**config.mk**
```make
export PLATFORM = sky130hd
export DESIGN_NAME = screen_ctl_flat
export DESIGN_NICKNAME = d
export VERILOG_FILES = /design/src/rtl/screen_ctl_if.sv /design/src/rtl/screen_ctl.sv /design/src/flat_wrapper.sv
export SDC_FILE = /design/constraint.sdc
export NUM_CORES = 1
export LEC_CHECK = 0
export ABC_AREA = 1
export BUFFER_PORTS_ARGS = -buffer_cell sky130_fd_sc_hd__buf_4
export CORE_AREA = 2 2 105 107
export CTS_CLUSTER_SIZE = 16
export DETAILED_ROUTE_END_ITERATION = 12
export DIE_AREA = 0 0 107 109
export SYNTH_ARGS = -nofsm -noshare
export SYNTH_HDL_FRONTEND = slang
export SYNTH_SLANG_ARGS = --single-unit
```
**constraint.sdc**
```tcl
create_clock -name clk -period 3.4 [get_ports clk]
set_input_delay 0.34 -clock clk [delete_from_list [all_inputs] [get_ports clk]]
set_output_delay 0.34 -clock clk [all_outputs]
set_load 0.02 [all_outputs]
```
**src/rtl/screen_ctl_if.sv**
```systemverilog
// Purpose: bundles the screen controller's mouse, frame-sync, video-source
//          and theme signals so a single port carries the whole video/menu bus.
// Ports:   master = environment side (drives mouse/back/vsync/sources, reads
//          selected video + state); slave = controller side (the reverse).
interface screen_ctl_if #(
  parameter int NUM_SCREENS = 4,
  parameter int NUM_LEVELS  = 2,
  parameter int NUM_THEMES  = 7,
  parameter int COLOR_W     = 12
);
  localparam int SCR_W = $clog2(NUM_SCREENS);
  localparam int LVL_W = $clog2((NUM_LEVELS > 2) ? NUM_LEVELS : 2);
  localparam int THM_W = $clog2((NUM_THEMES > 2) ? NUM_THEMES : 2);

  // Menu / navigation inputs
  logic                           mouse_left;
  logic [11:0]                    xpos;
  logic [11:0]                    ypos;
  logic                           back;
  logic                           vsync_in;

  // Pre-rendered video sources, one slice per screen
  logic [NUM_SCREENS*COLOR_W-1:0] src_rgb;
  logic [NUM_SCREENS-1:0]         src_hsync;
  logic [NUM_SCREENS-1:0]         src_vsync;

  // Selected video and controller state
  logic [COLOR_W-1:0]             rgb_out;
  logic                           hsync_out;
  logic                           vsync_out;
  logic [SCR_W-1:0]               screen;
  logic [LVL_W-1:0]               level;
  logic [THM_W-1:0]               theme;
  logic [COLOR_W-1:0]             color1;
  logic [COLOR_W-1:0]             color2;

  modport master (
    output mouse_left, xpos, ypos, back, vsync_in,
    output src_rgb, src_hsync, src_vsync,
    input  rgb_out, hsync_out, vsync_out,
    input  screen, level, theme, color1, color2
  );

  modport slave (
    input  mouse_left, xpos, ypos, back, vsync_in,
    input  src_rgb, src_hsync, src_vsync,
    output rgb_out, hsync_out, vsync_out,
    output screen, level, theme, color1, color2
  );
endinterface

```
**src/rtl/screen_ctl.sv**
```systemverilog
// Purpose: Pong top-level screen controller. Picks one of NUM_SCREENS
//          pre-rendered video sources (screen 0 = menu), decodes menu clicks
//          into navigation / level-cycle / theme-cycle actions, commits
//          screen switches only on a rising frame vsync, and drives the
//          shared colour theme (fg = color1, bg = color2) to all renderers.
// Latency: video mux is one registered stage; level/theme change the cycle
//          after the click; screen changes on the vs_rise cycle.
// Ports:   clk, rst (synchronous, active-high) plus the screen_ctl_if slave
//          modport carrying mouse, back, vsync_in, sources and all outputs.
module screen_ctl #(
  parameter int NUM_SCREENS = 4,
  parameter int NUM_LEVELS  = 2,
  parameter int NUM_THEMES  = 7,
  parameter int COLOR_W     = 12,
  parameter int BTN_X0      = 362,
  parameter int BTN_X1      = 674,
  parameter int BTN_Y0      = 46,
  parameter int BTN_PITCH   = 192,
  parameter int BTN_H       = 100,
  // Theme t: fg at [2t*COLOR_W +: COLOR_W], bg directly above it.
  parameter logic [2*NUM_THEMES*COLOR_W-1:0] PALETTE = {
    12'hF6F, 12'h393,   // theme 6
    12'h6FF, 12'h933,   // theme 5
    12'hFF6, 12'h339,   // theme 4
    12'h66F, 12'h990,   // theme 3
    12'h6F6, 12'h909,   // theme 2
    12'hF66, 12'h099,   // theme 1
    12'hFFF, 12'h000    // theme 0
  }
) (
  input  logic         clk,
  input  logic         rst,
  screen_ctl_if.slave  bus
);

  localparam int SCR_W = $clog2(NUM_SCREENS);
  localparam int LVL_W = $clog2((NUM_LEVELS > 2) ? NUM_LEVELS : 2);
  localparam int THM_W = $clog2((NUM_THEMES > 2) ? NUM_THEMES : 2);

  // Button index needs to cover 0..NUM_SCREENS (up to 8).
  localparam int BTN_W = 4;

  localparam logic [BTN_W-1:0] BTN_LAST_NAV = BTN_W'(NUM_SCREENS - 2);
  localparam logic [BTN_W-1:0] BTN_LEVEL    = BTN_W'(NUM_SCREENS - 1);
  localparam logic [BTN_W-1:0] BTN_THEME    = BTN_W'(NUM_SCREENS);

  // ---------------------------------------------------------------------
  // State
  // ---------------------------------------------------------------------
  logic               mouse_q,  mouse_d;
  logic               vs_q,     vs_d;
  logic [SCR_W-1:0]   screen_q, screen_d;
  logic               pend_vld_q, pend_vld_d;
  logic [SCR_W-1:0]   pend_idx_q, pend_idx_d;
  logic [LVL_W-1:0]   level_q,  level_d;
  logic [THM_W-1:0]   theme_q,  theme_d;
  logic [COLOR_W-1:0] rgb_q,    rgb_d;
  logic               hs_q,     hs_d;
  logic               vso_q,    vso_d;

  // ---------------------------------------------------------------------
  // Edge detection
  // ---------------------------------------------------------------------
  logic click;
  logic vs_rise;

  assign click   = bus.mouse_left & ~mouse_q;
  assign vs_rise = bus.vsync_in & ~vs_q;

  // ---------------------------------------------------------------------
  // Hit test: all buttons share the same x span and are stacked in y with
  // a fixed pitch. Pitch exceeds height, so at most one button can match.
  // ---------------------------------------------------------------------
  logic [31:0]      x_w;
  logic [31:0]      y_w;
  logic             hit_vld;
  logic [BTN_W-1:0] hit_idx;

  assign x_w = {20'd0, bus.xpos};
  assign y_w = {20'd0, bus.ypos};

  always_comb begin
    hit_vld = 1'b0;
    hit_idx = '0;
    if (x_w >= 32'(BTN_X0) && x_w <= 32'(BTN_X1)) begin
      for (int k = 0; k <= NUM_SCREENS; k++) begin
        if (!hit_vld &&
            y_w >= 32'(BTN_Y0 + k * BTN_PITCH) &&
            y_w <= 32'(BTN_Y0 + k * BTN_PITCH + BTN_H)) begin
          hit_vld = 1'b1;
          hit_idx = BTN_W'(k);
        end
      end
    end
  end

  // ---------------------------------------------------------------------
  // Action decode. Menu buttons only act while the menu is the committed
  // screen; back only acts away from the menu, so the two request sources
  // are mutually exclusive.
  // ---------------------------------------------------------------------
  logic             menu_click;
  logic             nav_req;
  logic             lvl_req;
  logic             thm_req;
  logic             back_req;
  logic             req_vld;
  logic [SCR_W-1:0] req_idx;

  assign menu_click = click & hit_vld & (screen_q == '0);
  assign nav_req    = menu_click & (hit_idx <= BTN_LAST_NAV);
  assign lvl_req    = menu_click & (hit_idx == BTN_LEVEL);
  assign thm_req    = menu_click & (hit_idx == BTN_THEME);
  assign back_req   = bus.back & (screen_q != '0);

  assign req_vld = nav_req | back_req;
  assign req_idx = nav_req ? SCR_W'(hit_idx + BTN_W'(1)) : '0;

  // ---------------------------------------------------------------------
  // Level / theme cycling with wrap. A single-entry range holds at 0.
  // ---------------------------------------------------------------------
  always_comb begin
    level_d = level_q;
    if (lvl_req) begin
      if (NUM_LEVELS == 1 || level_q == LVL_W'(NUM_LEVELS - 1)) begin
        level_d = '0;
      end else begin
        level_d = level_q + LVL_W'(1);
      end
    end
  end

  always_comb begin
    theme_d = theme_q;
    if (thm_req) begin
      if (NUM_THEMES == 1 || theme_q == THM_W'(NUM_THEMES - 1)) begin
        theme_d = '0;
      end else begin
        theme_d = theme_q + THM_W'(1);
      end
    end
  end

  // ---------------------------------------------------------------------
  // Pending switch and frame-boundary commit.
  // On vs_rise an existing pending entry commits first; a request arriving
  // in that same cycle becomes the new pending entry for the next frame.
  // Without an existing entry a same-cycle request is only captured, so it
  // waits for the following vs_rise.
  // ---------------------------------------------------------------------
  always_comb begin
    screen_d   = screen_q;
    pend_vld_d = pend_vld_q;
    pend_idx_d = pend_idx_q;
    if (vs_rise && pend_vld_q) begin
      screen_d   = pend_idx_q;
      pend_vld_d = 1'b0;
    end
    if (req_vld) begin
      pend_vld_d = 1'b1;
      pend_idx_d = req_idx;
    end
  end

  // ---------------------------------------------------------------------
  // Video mux, driven by the registered screen so a switch shows up the
  // cycle after it commits.
  // ---------------------------------------------------------------------
  always_comb begin
    rgb_d = bus.src_rgb[int'(screen_q) * COLOR_W +: COLOR_W];
    hs_d  = bus.src_hsync[screen_q];
    vso_d = bus.src_vsync[screen_q];
  end

  assign mouse_d = bus.mouse_left;
  assign vs_d    = bus.vsync_in;

  // ---------------------------------------------------------------------
  // Registers
  // ---------------------------------------------------------------------
  always_ff @(posedge clk) begin
    if (rst) begin
      mouse_q    <= 1'b0;
      vs_q       <= 1'b0;
      screen_q   <= '0;
      pend_vld_q <= 1'b0;
      pend_idx_q <= '0;
      level_q    <= '0;
      theme_q    <= '0;
      rgb_q      <= '0;
      hs_q       <= 1'b0;
      vso_q      <= 1'b0;
    end else begin
      mouse_q    <= mouse_d;
      vs_q       <= vs_d;
      screen_q   <= screen_d;
      pend_vld_q <= pend_vld_d;
      pend_idx_q <= pend_idx_d;
      level_q    <= level_d;
      theme_q    <= theme_d;
      rgb_q      <= rgb_d;
      hs_q       <= hs_d;
      vso_q      <= vso_d;
    end
  end

  // ---------------------------------------------------------------------
  // Outputs. Palette colours follow the theme register combinationally.
  // ---------------------------------------------------------------------
  assign bus.rgb_out   = rgb_q;
  assign bus.hsync_out = hs_q;
  assign bus.vsync_out = vso_q;
  assign bus.screen    = screen_q;
  assign bus.level     = level_q;
  assign bus.theme     = theme_q;
  assign bus.color1    = PALETTE[(2 * int'(theme_q)) * COLOR_W +: COLOR_W];
  assign bus.color2    = PALETTE[(2 * int'(theme_q) + 1) * COLOR_W +: COLOR_W];

endmodule

```
**src/flat_wrapper.sv**
```systemverilog
// flat-port wrapper written by rule: the top's interface ports become plain ports
module screen_ctl_flat 
#(
  parameter int NUM_SCREENS = 4,
  parameter int NUM_LEVELS  = 2,
  parameter int NUM_THEMES  = 7,
  parameter int COLOR_W     = 12,
  parameter int BTN_X0      = 362,
  parameter int BTN_X1      = 674,
  parameter int BTN_Y0      = 46,
  parameter int BTN_PITCH   = 192,
  parameter int BTN_H       = 100,
                                                                  
  parameter logic [2*NUM_THEMES*COLOR_W-1:0] PALETTE = {
    12'hF6F, 12'h393,             
    12'h6FF, 12'h933,             
    12'hFF6, 12'h339,             
    12'h66F, 12'h990,             
    12'h6F6, 12'h909,             
    12'hF66, 12'h099,             
    12'hFFF, 12'h000              
  }
)
  (clk, rst, bus_mouse_left, bus_xpos, bus_ypos, bus_back, bus_vsync_in, bus_src_rgb, bus_src_hsync, bus_src_vsync, bus_rgb_out, bus_hsync_out, bus_vsync_out, bus_screen, bus_level, bus_theme, bus_color1, bus_color2);
  screen_ctl_if #(.NUM_SCREENS(NUM_SCREENS), .NUM_LEVELS(NUM_LEVELS), .NUM_THEMES(NUM_THEMES), .COLOR_W(COLOR_W)) bus_i ();
  input  logic clk;
  input  logic rst;
  input wire logic [$bits(bus_i.mouse_left)-1:0] bus_mouse_left;
  input wire logic [$bits(bus_i.xpos)-1:0] bus_xpos;
  input wire logic [$bits(bus_i.ypos)-1:0] bus_ypos;
  input wire logic [$bits(bus_i.back)-1:0] bus_back;
  input wire logic [$bits(bus_i.vsync_in)-1:0] bus_vsync_in;
  input wire logic [$bits(bus_i.src_rgb)-1:0] bus_src_rgb;
  input wire logic [$bits(bus_i.src_hsync)-1:0] bus_src_hsync;
  input wire logic [$bits(bus_i.src_vsync)-1:0] bus_src_vsync;
  output wire logic [$bits(bus_i.rgb_out)-1:0] bus_rgb_out;
  output wire logic [$bits(bus_i.hsync_out)-1:0] bus_hsync_out;
  output wire logic [$bits(bus_i.vsync_out)-1:0] bus_vsync_out;
  output wire logic [$bits(bus_i.screen)-1:0] bus_screen;
  output wire logic [$bits(bus_i.level)-1:0] bus_level;
  output wire logic [$bits(bus_i.theme)-1:0] bus_theme;
  output wire logic [$bits(bus_i.color1)-1:0] bus_color1;
  output wire logic [$bits(bus_i.color2)-1:0] bus_color2;
  assign bus_i.mouse_left = bus_mouse_left;
  assign bus_i.xpos = bus_xpos;
  assign bus_i.ypos = bus_ypos;
  assign bus_i.back = bus_back;
  assign bus_i.vsync_in = bus_vsync_in;
  assign bus_i.src_rgb = bus_src_rgb;
  assign bus_i.src_hsync = bus_src_hsync;
  assign bus_i.src_vsync = bus_src_vsync;
  assign bus_rgb_out = bus_i.rgb_out;
  assign bus_hsync_out = bus_i.hsync_out;
  assign bus_vsync_out = bus_i.vsync_out;
  assign bus_screen = bus_i.screen;
  assign bus_level = bus_i.level;
  assign bus_theme = bus_i.theme;
  assign bus_color1 = bus_i.color1;
  assign bus_color2 = bus_i.color2;
  screen_ctl #(.NUM_SCREENS(NUM_SCREENS), .NUM_LEVELS(NUM_LEVELS), .NUM_THEMES(NUM_THEMES), .COLOR_W(COLOR_W), .BTN_X0(BTN_X0), .BTN_X1(BTN_X1), .BTN_Y0(BTN_Y0), .BTN_PITCH(BTN_PITCH), .BTN_H(BTN_H), .PALETTE(PALETTE)) u_core (.clk(clk), .rst(rst), .bus(bus_i));
endmodule
```
[Yosys cells after proc, flatten, opt, wreduce, memory -nomap -nowiden]
Index checks and enable logic that the tools add are counted.
Word-level totals
  bits in registers: 25
  input port bits: 85
  output and inout bits: 44
  word-level logic and storage cells: 90
Cells by class
  add/sub/neg operators: 4
  multipliers: 3
  order comparisons: 14
  equal/unequal tests: 3
  shift operators: 3
  multiplexer cells: 24
  bitwise logic cells: 11
  reductions and logical operators: 18
Operator list (count)
  168-bit by 32-bit variable part select with 12-bit output, first input constant: 2
  12-bit by 10-bit <= comparator with 1-bit output, second input constant: 4
  48-bit by 32-bit variable part select with 12-bit output: 1
  32-bit by 3-bit multiplier with 30-bit output, second input constant: 1
  12-bit by 10-bit greater-or-equal comparator with 1-bit output, second input constant: 2
  12-bit by 9-bit greater-or-equal comparator with 1-bit output, second input constant: 2
  1-bit two-way mux: 16
  12-bit by 6-bit greater-or-equal comparator with 1-bit output, second input constant: 1
  12-bit by 8-bit greater-or-equal comparator with 1-bit output, second input constant: 1
  12-bit by 8-bit <= comparator with 1-bit output, second input constant: 1
  12-bit by 9-bit <= comparator with 1-bit output, second input constant: 1
  1-bit logical AND: 11
  3-bit two-way mux: 3
  1-bit AND: 8
  3-bit == test, second input constant: 2
  2-bit two-way mux: 3
  4-bit by 1-bit adder with 5-bit output, second input constant: 1
  3-bit by 2-bit multiplier with 5-bit output, second input constant: 1
  1-bit binary-select mux with 2-bit select: 2
  1-bit logical NOT: 4
  2-bit by 2-bit multiplier with 4-bit output, second input constant: 1
  2-bit nonzero test: 2
  3-bit by 1-bit adder with 3-bit output, second input constant: 1
  3-bit by 2-bit == test with 1-bit output, second input constant: 1
  other kinds (7): 8

[Logic depth before layout (Yosys ltp)]
Gate-level depths: netlist (run 1).
  depth in word-level cells: 29
  mapped depth: 18
  gate-level depth less buffers: 18

[Least setup slack after synthesis (run 1)]
Ideal clock, no wire load.
  path kind: reg2out
  start point: register u_core.theme_q[1] (netlist: u_core.bus.theme[1])
  end point: output port bus_color2[2]
  arrival time: 2980 ps
  required time: 3060 ps
  setup slack: 80 ps
  cell stages (with the launch flop): 12
  buffers on the path: 1
  cell sequence: dfxtp_1 inv_1 ha_1 fa_1 clkbuf_1 inv_1 nor2_1 a21oi_1 nor2_1 or2_2 nand2_1 o21ai_0
Between the ends
  longest elaborated chain between the ends: 3
RTL lines
  start: declaration: RTL line screen_ctl.sv:56  | logic [THM_W-1:0] theme_q, theme_d;
  start signal: assignment: RTL line screen_ctl.sv:200  | theme_q <= theme_d;
  4-bit by 1-bit adder with 5-bit output: RTL line screen_ctl.sv:217  | assign bus.color2 = PALETTE[(2 * int'(theme_q) + 1) * COLOR_W +: COLOR_W];
  32-bit by 3-bit multiplier with 30-bit output: RTL line screen_ctl.sv:217
  168-bit by 32-bit variable part select with 12-bit output: RTL line screen_ctl.sv:217
  end: declaration: RTL line flat_wrapper.sv:43  | output wire logic [$bits(bus_i.color2)-1:0] bus_color2;
Every way passes these cells.

[Worst setup path after layout (run 1)]
Same ends and word-level chain as after synthesis.

==> results.yml, run 1 <==
outcome:
  status: "finished, final reports clean"
worst_setup_path:
  cpPeakStageDelay_ns: 0.66
  start_kind: "flip-flop"
  crit_type: "reg -> out"
  crit_fanout: 8
  worstSetupEndpointType: "output port"
  arrival_ns: 2.86
  crit_chain: "clkinvlp_4 > ha_1 > fa_2 > inv_1 > a21oi_1 > nor2_1 > or2_2 > nand2_1 > o21ai_0 > buf_4"
  crit_required_ns: 3.06
  critPathSlowestCell: "fa_2"
grt:
  grt_max_degree: 33
  grt_use_total: 0.119
  antenna_found_initial: 0
  grt_pass1_vias: 2704
  grt_pass1_wl_mm: 11.7
  grt-ovfl-total: 0
power:
  p_per_area_nw_per_um2: 197
  power.leakage_uw: 0.00194
  peakVddDrop_mv: 0.133
floorplan:
  core_area_um2: 10600
  rows: 38
  die_h_um: 109
  ioPinCount: 129
  initial_core_util: 0.243
  die_w_um: 107
  dieArea_um2: 11700
sta:
  slew_headroom: 0.284
  worst_slack_ns: 0.202
  tightest_slew_ns: 1.07
  timing.setup.tns_ns: 0
  rsz0062_at_grt: "no"
  fin_worst_skew_ns: 0.00507
  drv_slew: 0
  fin_crit_sh: 0.941
  finalHoldViolCount: 0
  period_needed_ns: 3.20
  fmax_ghz: 0.313
  finalSetupViolCount: 0
final_layout:
  final_util: 0.348
  stdcell_area_um2: 3690
  syn2layout_area_growth_pct: 43.2
  num-nets-final: 671
  instances_no_fill: 710
  n_antenna_cell: 0
  seq_area_um2: 504
  multi_input_area_um2: 1770
  n_fill_cell: 1114
  drive_gt1_frac: 0.300
synthesis:
  synth.avg_cell_area_um2: 5.67
  synth_top_area_frac: 0.194
  synthCells: 455
  synth_area_leaders: "dfxtp_1 (19%), nor2_1 (14%), nand2_1 (14%), o21ai_0 (9.5%), inv_1 (7.9%)"
  synth_cell_types: 34
  synth_area_um2: 2580
  ys_ff_latch: 25
  synth_top_cell_by_area: "dfxtp_1"
  yosys_warnings: 0
  ys_seq_area_frac: 0.194
place:
  hpwl_mm: 5.93
  place_ws_ns: 0.177
  numPlacedInstances: 704
  gp_congestion: 0.877
  post_dp_cell_area_um2: 3610
  portBuffers: 125
job:
  max_cap_viol_count: 0
cts:
  cts.sinks: 25
  cts_tree: "built"
  clk_latency_ns: 0.27
  numCtsBuffers: 3
  htreeDepth: 1
  clk_pin_slew_ns: 0.09
  cts.hold.buffers_added: 0
  root_buffer: "clkbuf_8"
  clock_path_buffers: 2
drt:
  wl_per_cell_um: 10.4
  num_vias: 3083
  ant_nets: 0
  detailedRoute.firstPassIterationCount: 4
  drt-vias-per-instance: 4.34
  wl_mm: 7.41
  drt-initial-drc-count: 248
  drc_errors: 0
worst_hold_path:
  holdCritPathClass: "in -> reg"
synthesized netlist by cell type, drive strengths merged:
cell type  instances
nor2             105
nand2            102
inv               59
o21ai             53
a21oi             31
dfxtp             25
nand3             25
ha                14
clkbuf            11
buf                8
nor3               7
nand4              3
or2                3
o2111ai            2
and2               1
clkinv             1
conb               1
fa                 1
nand3b             1
nor4               1
o211ai             1
sequential cells by signal (all words and copies together), names as in the netlist:
signal	count
u_core.bus.theme	3
u_core.vs_q	1
u_core.bus.level	1
u_core.pend_idx_q	2
u_core.mouse_q	1
u_core.bus.screen	2
u_core.bus.vsync_out	1
u_core.pend_vld_q	1
u_core.bus.rgb_out	12
u_core.bus.hsync_out	1
cell usage in the layout, fill, tap and decap left out, types with 14 or more instances in the layout:
cell type / synthesis / final
dfxtp_1: 25 / 24
o21ai_0: 49 / 49
ha_1: 14 / 14
nor2_1: 98 / 97
buf_4: 6 / 128
nand2_1: 97 / 96
inv_1: 54 / 53
nand3_1: 22 / 22
a21oi_1: 27 / 27
cell families (layout without fill, tap and decap cells):
family	after synthesis	in the layout	synth area share
other cells	1	3	0.00145
flops	25	25	0.194
buf+inv	79	192	0.124
simple gates	248	248	0.422
compound gates	87	87	0.183
fa+ha+maj	15	15	0.0757
final timing paths:
kind	depth (start not counted)	start	end	slack (ns)
worst min register to register	2	u_core.pend_idx_q[0]	u_core.pend_idx_q[0]	0.50
worst max register to register	3	u_core.bus.screen[0]	u_core.bus.rgb_out[0]	1.10
worst max-delay path	10	u_core.bus.theme[1]	bus_color2[2]	0.20
worst min-delay path	3	bus_vsync_in	u_core.vs_q	0.28
worst max-delay path: cells and delay by family (launching register included):
kind / cells / cell delay (ns)
adder cells (fa/ha/maj): 2 / 1.02
buffers and inverters: 3 / 0.45
AND/OR/NAND/NOR: 3 / 0.44
flip-flops: 1 / 0.41
AO/OA/AOI/OAI: 2 / 0.26
metal layers:
layer,part of all wire,track usage
met1,0.45,0.153
met2,0.48,0.209
met3,0.066,0.0263
met4,0.0077,0.0195
met5,0,0
what timing repair did:
action / 4_1_cts / 5_1_grt
setup buffers: 0 / 2
endpoints found under the setup margin: 3 / 4
resized for setup: 2 / 4
gates cloned: 0 / 0
power by group:
group          total, uW  switching [uW]  internal [uW]  leakage, uW
registers            315            7.93            307     0.000207
logic                230             117            113      0.00171
clock network        181            98.4           83.1    0.0000217
total                726             223            503      0.00194
cell type report:
| type | count | area share |
|---|---|---|
| Clock buffer | 3 | 0.0112 |
| Inverter | 60 | 0.0620 |
| Multi-Input combinational cell | 353 | 0.481 |
| Tap cell | 140 | 0.0474 |
| Clock inverter | 1 | 0.00203 |
| Timing Repair Buffer | 128 | 0.260 |
| Sequential cell | 25 | 0.137 |
through the flow:
step / hold slack, ns / power [uW]
2_1_floorplan: 0.409 / 435
3_3_place_gp: 0.481 / 550
3_5_place_dp: 0.480 / 553
4_1_cts: 0.277 / 738
5_1_grt: 0.303 / 773
6_report: 0.279 / 726
Power figures use the tool's default switching activity.
==> run 2: changes to the inputs <==
==> constraint.sdc (replaced) <==
create_clock -name clk -period 3.4 [get_ports clk]
set_input_delay 0.51 -clock clk [delete_from_list [all_inputs] [get_ports clk]]
set_output_delay 0.51 -clock clk [all_outputs]
set_load 0.02 [all_outputs]
==> run 2 against run 1 <==
Effect of this change:
- flip-flop and latch count did not move
- routed wire length up 0.90%
- power is 0.94% lower
- die area is the same
- combinational power about the same
- sequential share of layout area down 0.18 points
- design area increased by 1.6%
- first-iteration DRC count is 17% lower
- non-clock buffer count is 5 higher
- via count up 0.62%
- critical path type unchanged
- highest routed layer unchanged
==> results.yml, run 2 (same netlist as run 1, synthesis figures left out) <==
worst_setup_path:
  cp_top_family: "simple AND/OR/NAND/NOR gates"
  crit_required_ns: 2.89
  crit_type: "reg -> out"
  startpoint: "u_core.bus.theme[1]"
  cpPeakStageDelay_ns: 0.42
  crit_chain: "clkinvlp_4 > ha_4 > fa_1 > or2_2 > nand2_1 > buf_4 > a21oi_1 > or2_2 > nand2_1 > o21ai_1 > buf_4"
  start_kind: "flip-flop"
  worstSetupEndpointType: "output port"
  timing.rr.start: "u_core.bus.screen[1]"
  path_buf_inv: 3
  crit_fanout: 9
  critPathSlowestCell: "fa_1"
  worst-path-stages: 11
  arrival_ns: 2.69
  reg2reg_depth: 4
power:
  p_int_uw: 504
  peakVddDrop_mv: 0.196
  p_sw_uw: 215
  seq_power_share: 0.435
  clkPwrFrac: 0.241
  pwr-share-comb: 0.324
  swShare: 0.299
  p_per_area_nw_per_um2: 192
  power.leakage_uw: 0.00197
sta:
  fin_crit_sh: 0.941
  finalHoldViolCount: 0
  fin_worst_skew_ns: 0.00685
  holdWs_ns: 0.459
  fmax_ghz: 0.313
  drv_slew: 0
  timing.setup.tns_ns: 0
  tightest_slew_ns: 0.711
  period_needed_ns: 3.20
  finalSetupViolCount: 0
  slew_headroom: 0.525
  rsz0062_at_grt: "no"
final_layout:
  n_antenna_cell: 0
  largest_reg_flops: 12
  stdcell_area_um2: 3750
  n_fill_cell: 1130
  layout_common_cells: "buf_4 (133), nor2_1 (98), nand2_1 (97)"
  num-nets-final: 676
  final_common_cell: "buf_4"
  drive_gt1_frac: 0.306
  syn2layout_area_growth_pct: 45.4
  instances_no_fill: 715
floorplan:
  core_area_um2: 10600
  dieArea_um2: 11700
  die_h_um: 109
  die_w_um: 107
  ioPinCount: 129
  rows: 38
  initial_core_util: 0.243
drt:
  drt-initial-drc-count: 205
  drc_errors: 0
  wl_per_cell_um: 10.5
  num_vias: 3102
  ant_nets: 0
  wl_mm: 7.48
  detailedRoute.firstPassIterationCount: 6
  drt-vias-per-instance: 4.34
grt:
  use_met3: 0.0167
  gr-usage-met1: 0.158
  grt_max_degree: 33
  grt_pass1_vias: 2935
  grt_use_total: 0.125
  antenna_found_initial: 0
  grt-ovfl-total: 0
  grt-busiest-layer: "met2"
  grtUsageMet2: 0.231
  grt_pass1_wl_mm: 12.5
cts:
  cts.sinks: 25
  htreeDepth: 1
  clk_latency_ns: 0.27
  numCtsBuffers: 3
  cts_tree: "built"
  clk_pin_slew_ns: 0.09
  root_buffer: "clkbuf_8"
  cts.hold.buffers_added: 0
  clock_path_buffers: 2
outcome:
  status: "finished, final reports clean"
job:
  max_cap_viol_count: 0
place:
  numPlacedInstances: 708
  portBuffers: 125
  hpwl_mm: 6.02
  post_dp_cell_area_um2: 3640
  gp_congestion: 0.861
worst_hold_path:
  holdCritPathClass: "in -> reg"
  worstHoldStart: "bus_mouse_left"
  hold_path_depth: 3
-- run 2: path summary, 6_finish.rpt --
check,endpoint,slack (ns)
worst max-delay path,bus_color2[2],0.20
worst min-delay path,u_core.mouse_q,0.46
worst max register to register,u_core.bus.rgb_out[8],1.73
worst min register to register,u_core.pend_idx_q[0],0.50
-- run 2: worst register-to-register path: cells and delay by family, from the launching register on --
kind / cells / cell delay, ns
AO/OA/AOI/OAI: 2 / 0.25
buffers and inverters: 1 / 0.43
flip-flops: 1 / 0.74
AND/OR/NAND/NOR: 1 / 0.21
-- run 2: area by class of cell --
type | count | area [um^2] | share of cell area
clock buffers | 4 | 45.0 | 0.0120
inverters | 60 | 229 | 0.0611
flip-flops and latches | 25 | 505 | 0.135
well taps | 140 | 175 | 0.0467
multi-input cells | 353 | 1800 | 0.479
repair buffers | 133 | 998 | 0.266
-- run 2: per-layer routing --
layer / part of all wire / routed length, um
met2: 0.49 / 3670
met3: 0.055 / 409
met5: 0 / 0
met1: 0.45 / 3360
met4: 0.0043 / 32
-- run 2: metrics by stage --
step	worst slack [ns]	utilization	total power [uW]
detailed placement	0.295	0.344	554
floorplan	0.0627	-	435
CTS	0.106	0.348	731
global placement	0.363	0.344	550
global route	0.0286	0.354	764
finish	0.202	0.354	719
-- run 2: power groups by stage --
stage	combinational, uW	sequential, uW	clock (uW)
5_1_grt	259	314	191
3_5_place_dp	233	320	0
4_1_cts	234	314	183
3_3_place_gp	231	320	0
2_1_floorplan	100	335	0
6_report	233	313	173
-- run 2: repair_timing --
action | 4_1_cts | 5_1_grt
resized for setup | 1 | 7
buffers inserted | 0 | 3
endpoints found under the setup margin | 2 | 4
==> run 3: changes to the inputs <==
--- a/config.mk
+++ b/config.mk
@@ -7,10 +7,13 @@
 export LEC_CHECK = 0
 export ABC_AREA = 1
 export BUFFER_PORTS_ARGS = -buffer_cell sky130_fd_sc_hd__buf_4
+export CELL_PAD_IN_SITES_DETAIL_PLACEMENT = 1
+export CELL_PAD_IN_SITES_GLOBAL_PLACEMENT = 1
 export CORE_AREA = 2 2 105 107
 export CTS_CLUSTER_SIZE = 16
 export DETAILED_ROUTE_END_ITERATION = 12
 export DIE_AREA = 0 0 107 109
+export PLACE_DENSITY_LB_ADDON = 0.1
 export SYNTH_ARGS = -nofsm -noshare
 export SYNTH_HDL_FRONTEND = slang
 export SYNTH_SLANG_ARGS = --single-unit
==> run 3 against run 2 <==
Effect of this change:
- design area is 1.5% lower
- largest cell class unchanged
- routed wire length is 16% higher
- critical endpoint is now bus_color2[10]
- first-iteration DRC count is 61% lower
- clock power is 3% higher
- non-clock buffer count is 3 lower
- die area stayed put
- via count is 1.2% higher
==> results.yml, run 3 (same netlist as run 1, synthesis figures left out) <==
outcome:
  status: "finished, final reports clean"
drt:
  wl_per_cell_um: 12.1
  detailedRoute.firstPassIterationCount: 4
  num_vias: 3140
  wl_met3_um: 628
  wl_mm: 8.64
  drt-vias-per-instance: 4.41
  drc_errors: 0
  ant_nets: 0
  drt-initial-drc-count: 80
  wl_met1_mm: 3.94
  dr.max_layer_used: "met4"
  route.met2.wl_mm: 4.04
worst_hold_path:
  hold_path_depth: 3
  holdCritPathClass: "in -> reg"
power:
  p_per_area_nw_per_um2: 197
  p_total_uw: 728
  power.leakage_uw: 0.00195
  peakVddDrop_mv: 0.152
worst_setup_path:
  cp_top_family: "simple AND/OR/NAND/NOR gates"
  crit_top_cell: "inv_1"
  worstSetupEndpointType: "output port"
  path_buf_inv: 4
  crit_type: "reg -> out"
  arrival_ns: 2.71
  crit_required_ns: 2.89
  reg2reg_depth: 4
  critPathSlowestCell: "fa_1"
  cpPeakStageDelay_ns: 0.44
  start_kind: "flip-flop"
  crit_fanout: 8
  crit_chain: "inv_1 > ha_1 > fa_1 > or2_2 > nand2_1 > inv_1 > nor3_1 > inv_1 > or2_2 > nand2_1 > buf_4"
  worst-path-stages: 11
sta:
  finalSetupViolCount: 0
  slew_headroom: 0.506
  finalHoldViolCount: 0
  tightest_slew_ns: 0.741
  fin_crit_sh: 0.948
  fmax_ghz: 0.310
  timing.setup.tns_ns: 0
  rsz0062_at_grt: "yes"
  holdWs_ns: 0.458
  fin_worst_skew_ns: 0.00568
  drv_slew: 0
  period_needed_ns: 3.22
grt:
  grt_use_total: 0.146
  grt_pass1_wl_mm: 14.2
  grt_pass1_vias: 3166
  grt_max_degree: 31
  antenna_found_initial: 0
  grt-ovfl-total: 0
floorplan:
  dieArea_um2: 11700
  initial_core_util: 0.243
  core_area_um2: 10600
  ioPinCount: 129
  die_w_um: 107
  die_h_um: 109
  rows: 38
cts:
  cts.sinks: 25
  clk_pin_slew_ns: 0.09
  clock_path_buffers: 2
  htreeDepth: 1
  numCtsBuffers: 3
  cts_tree: "built"
  root_buffer: "clkbuf_8"
  clk_latency_ns: 0.27
place:
  portBuffers: 125
  numPlacedInstances: 708
  gp_congestion: 0.842
  hpwl_mm: 7.11
final_layout:
  instances_no_fill: 712
  num-nets-final: 673
  layout_common_cells: "buf_4 (130), nor2_1 (98), nand2_1 (97)"
  final_common_cell: "buf_4"
  n_antenna_cell: 0
  largest_reg_flops: 12
  drive_gt1_frac: 0.297
  syn2layout_area_growth_pct: 43.3
job:
  max_cap_viol_count: 0
run 3: cell count changes in the layout (fill, tap and decap cells not counted):
cell / delta
clkinv_2: +1
ha_4: -2
clkbuf_1: -1
buf_4: -3
clkinvlp_4: -1
ha_1: +2
nor3_1: +1
nor3_2: -1
inv_1: +1
run 3: stage by stage:
stage | setup slack [ns] | utilization | area [um^2]
floorplan | 0.0627 | - | 2590
global placement | 0.383 | 0.344 | 3640
detailed placement | 0.308 | 0.344 | 3640
CTS | 0.101 | 0.348 | 3690
global route | -0.00801 | 0.348 | 3690
finish | 0.177 | 0.348 | 3690
run 3: area by class of cell:
type | instances | area [um^2]
fill | 1426 | 6910
multi-input combinational | 353 | 1770
timing repair buffer | 130 | 976
sequential | 25 | 505
inverter | 60 | 225
tap | 140 | 175
clock buffer | 3 | 41.3
clock inverter | 1 | 5.00
run 3: timing repair:
| item | CTS | global route |
|---|---|---|
| gates resized for setup | 1 | 2 |
| setup endpoints to repair | 2 | 4 |
| hold buffers | 0 | 0 |
| setup buffers | 0 | 0 |
| gates cloned | 0 | 0 |
run 3: tightest hold or removal path, stage by stage:
cell and delay [ns]:
buf_4 0.08, inv_1 0.04, nor2_1 0.07
run 3: power by group:
part | switching [uW] | total [uW] | internal, uW
combinational | 122 | 236 | 114
sequential | 5.81 | 313 | 307
clock | 97.4 | 179 | 82.0
run 3: routing by layer:
layer | global-route usage | vias up
met5 | 0 | -
met4 | 0.0195 | 0
met3 | 0.0377 | 2
met2 | 0.250 | 74
met1 | 0.190 | 1407
li1 | - | 1657
run 3: final timing paths:
kind                             start                   end  slack (ns)
setup / recovery   u_core.bus.theme[1]        bus_color2[10]        0.18
hold / removal            bus_vsync_in           u_core.vs_q        0.46
setup reg to reg  u_core.bus.screen[1]  u_core.bus.hsync_out        1.64
hold reg to reg   u_core.pend_idx_q[0]  u_core.pend_idx_q[0]        0.50
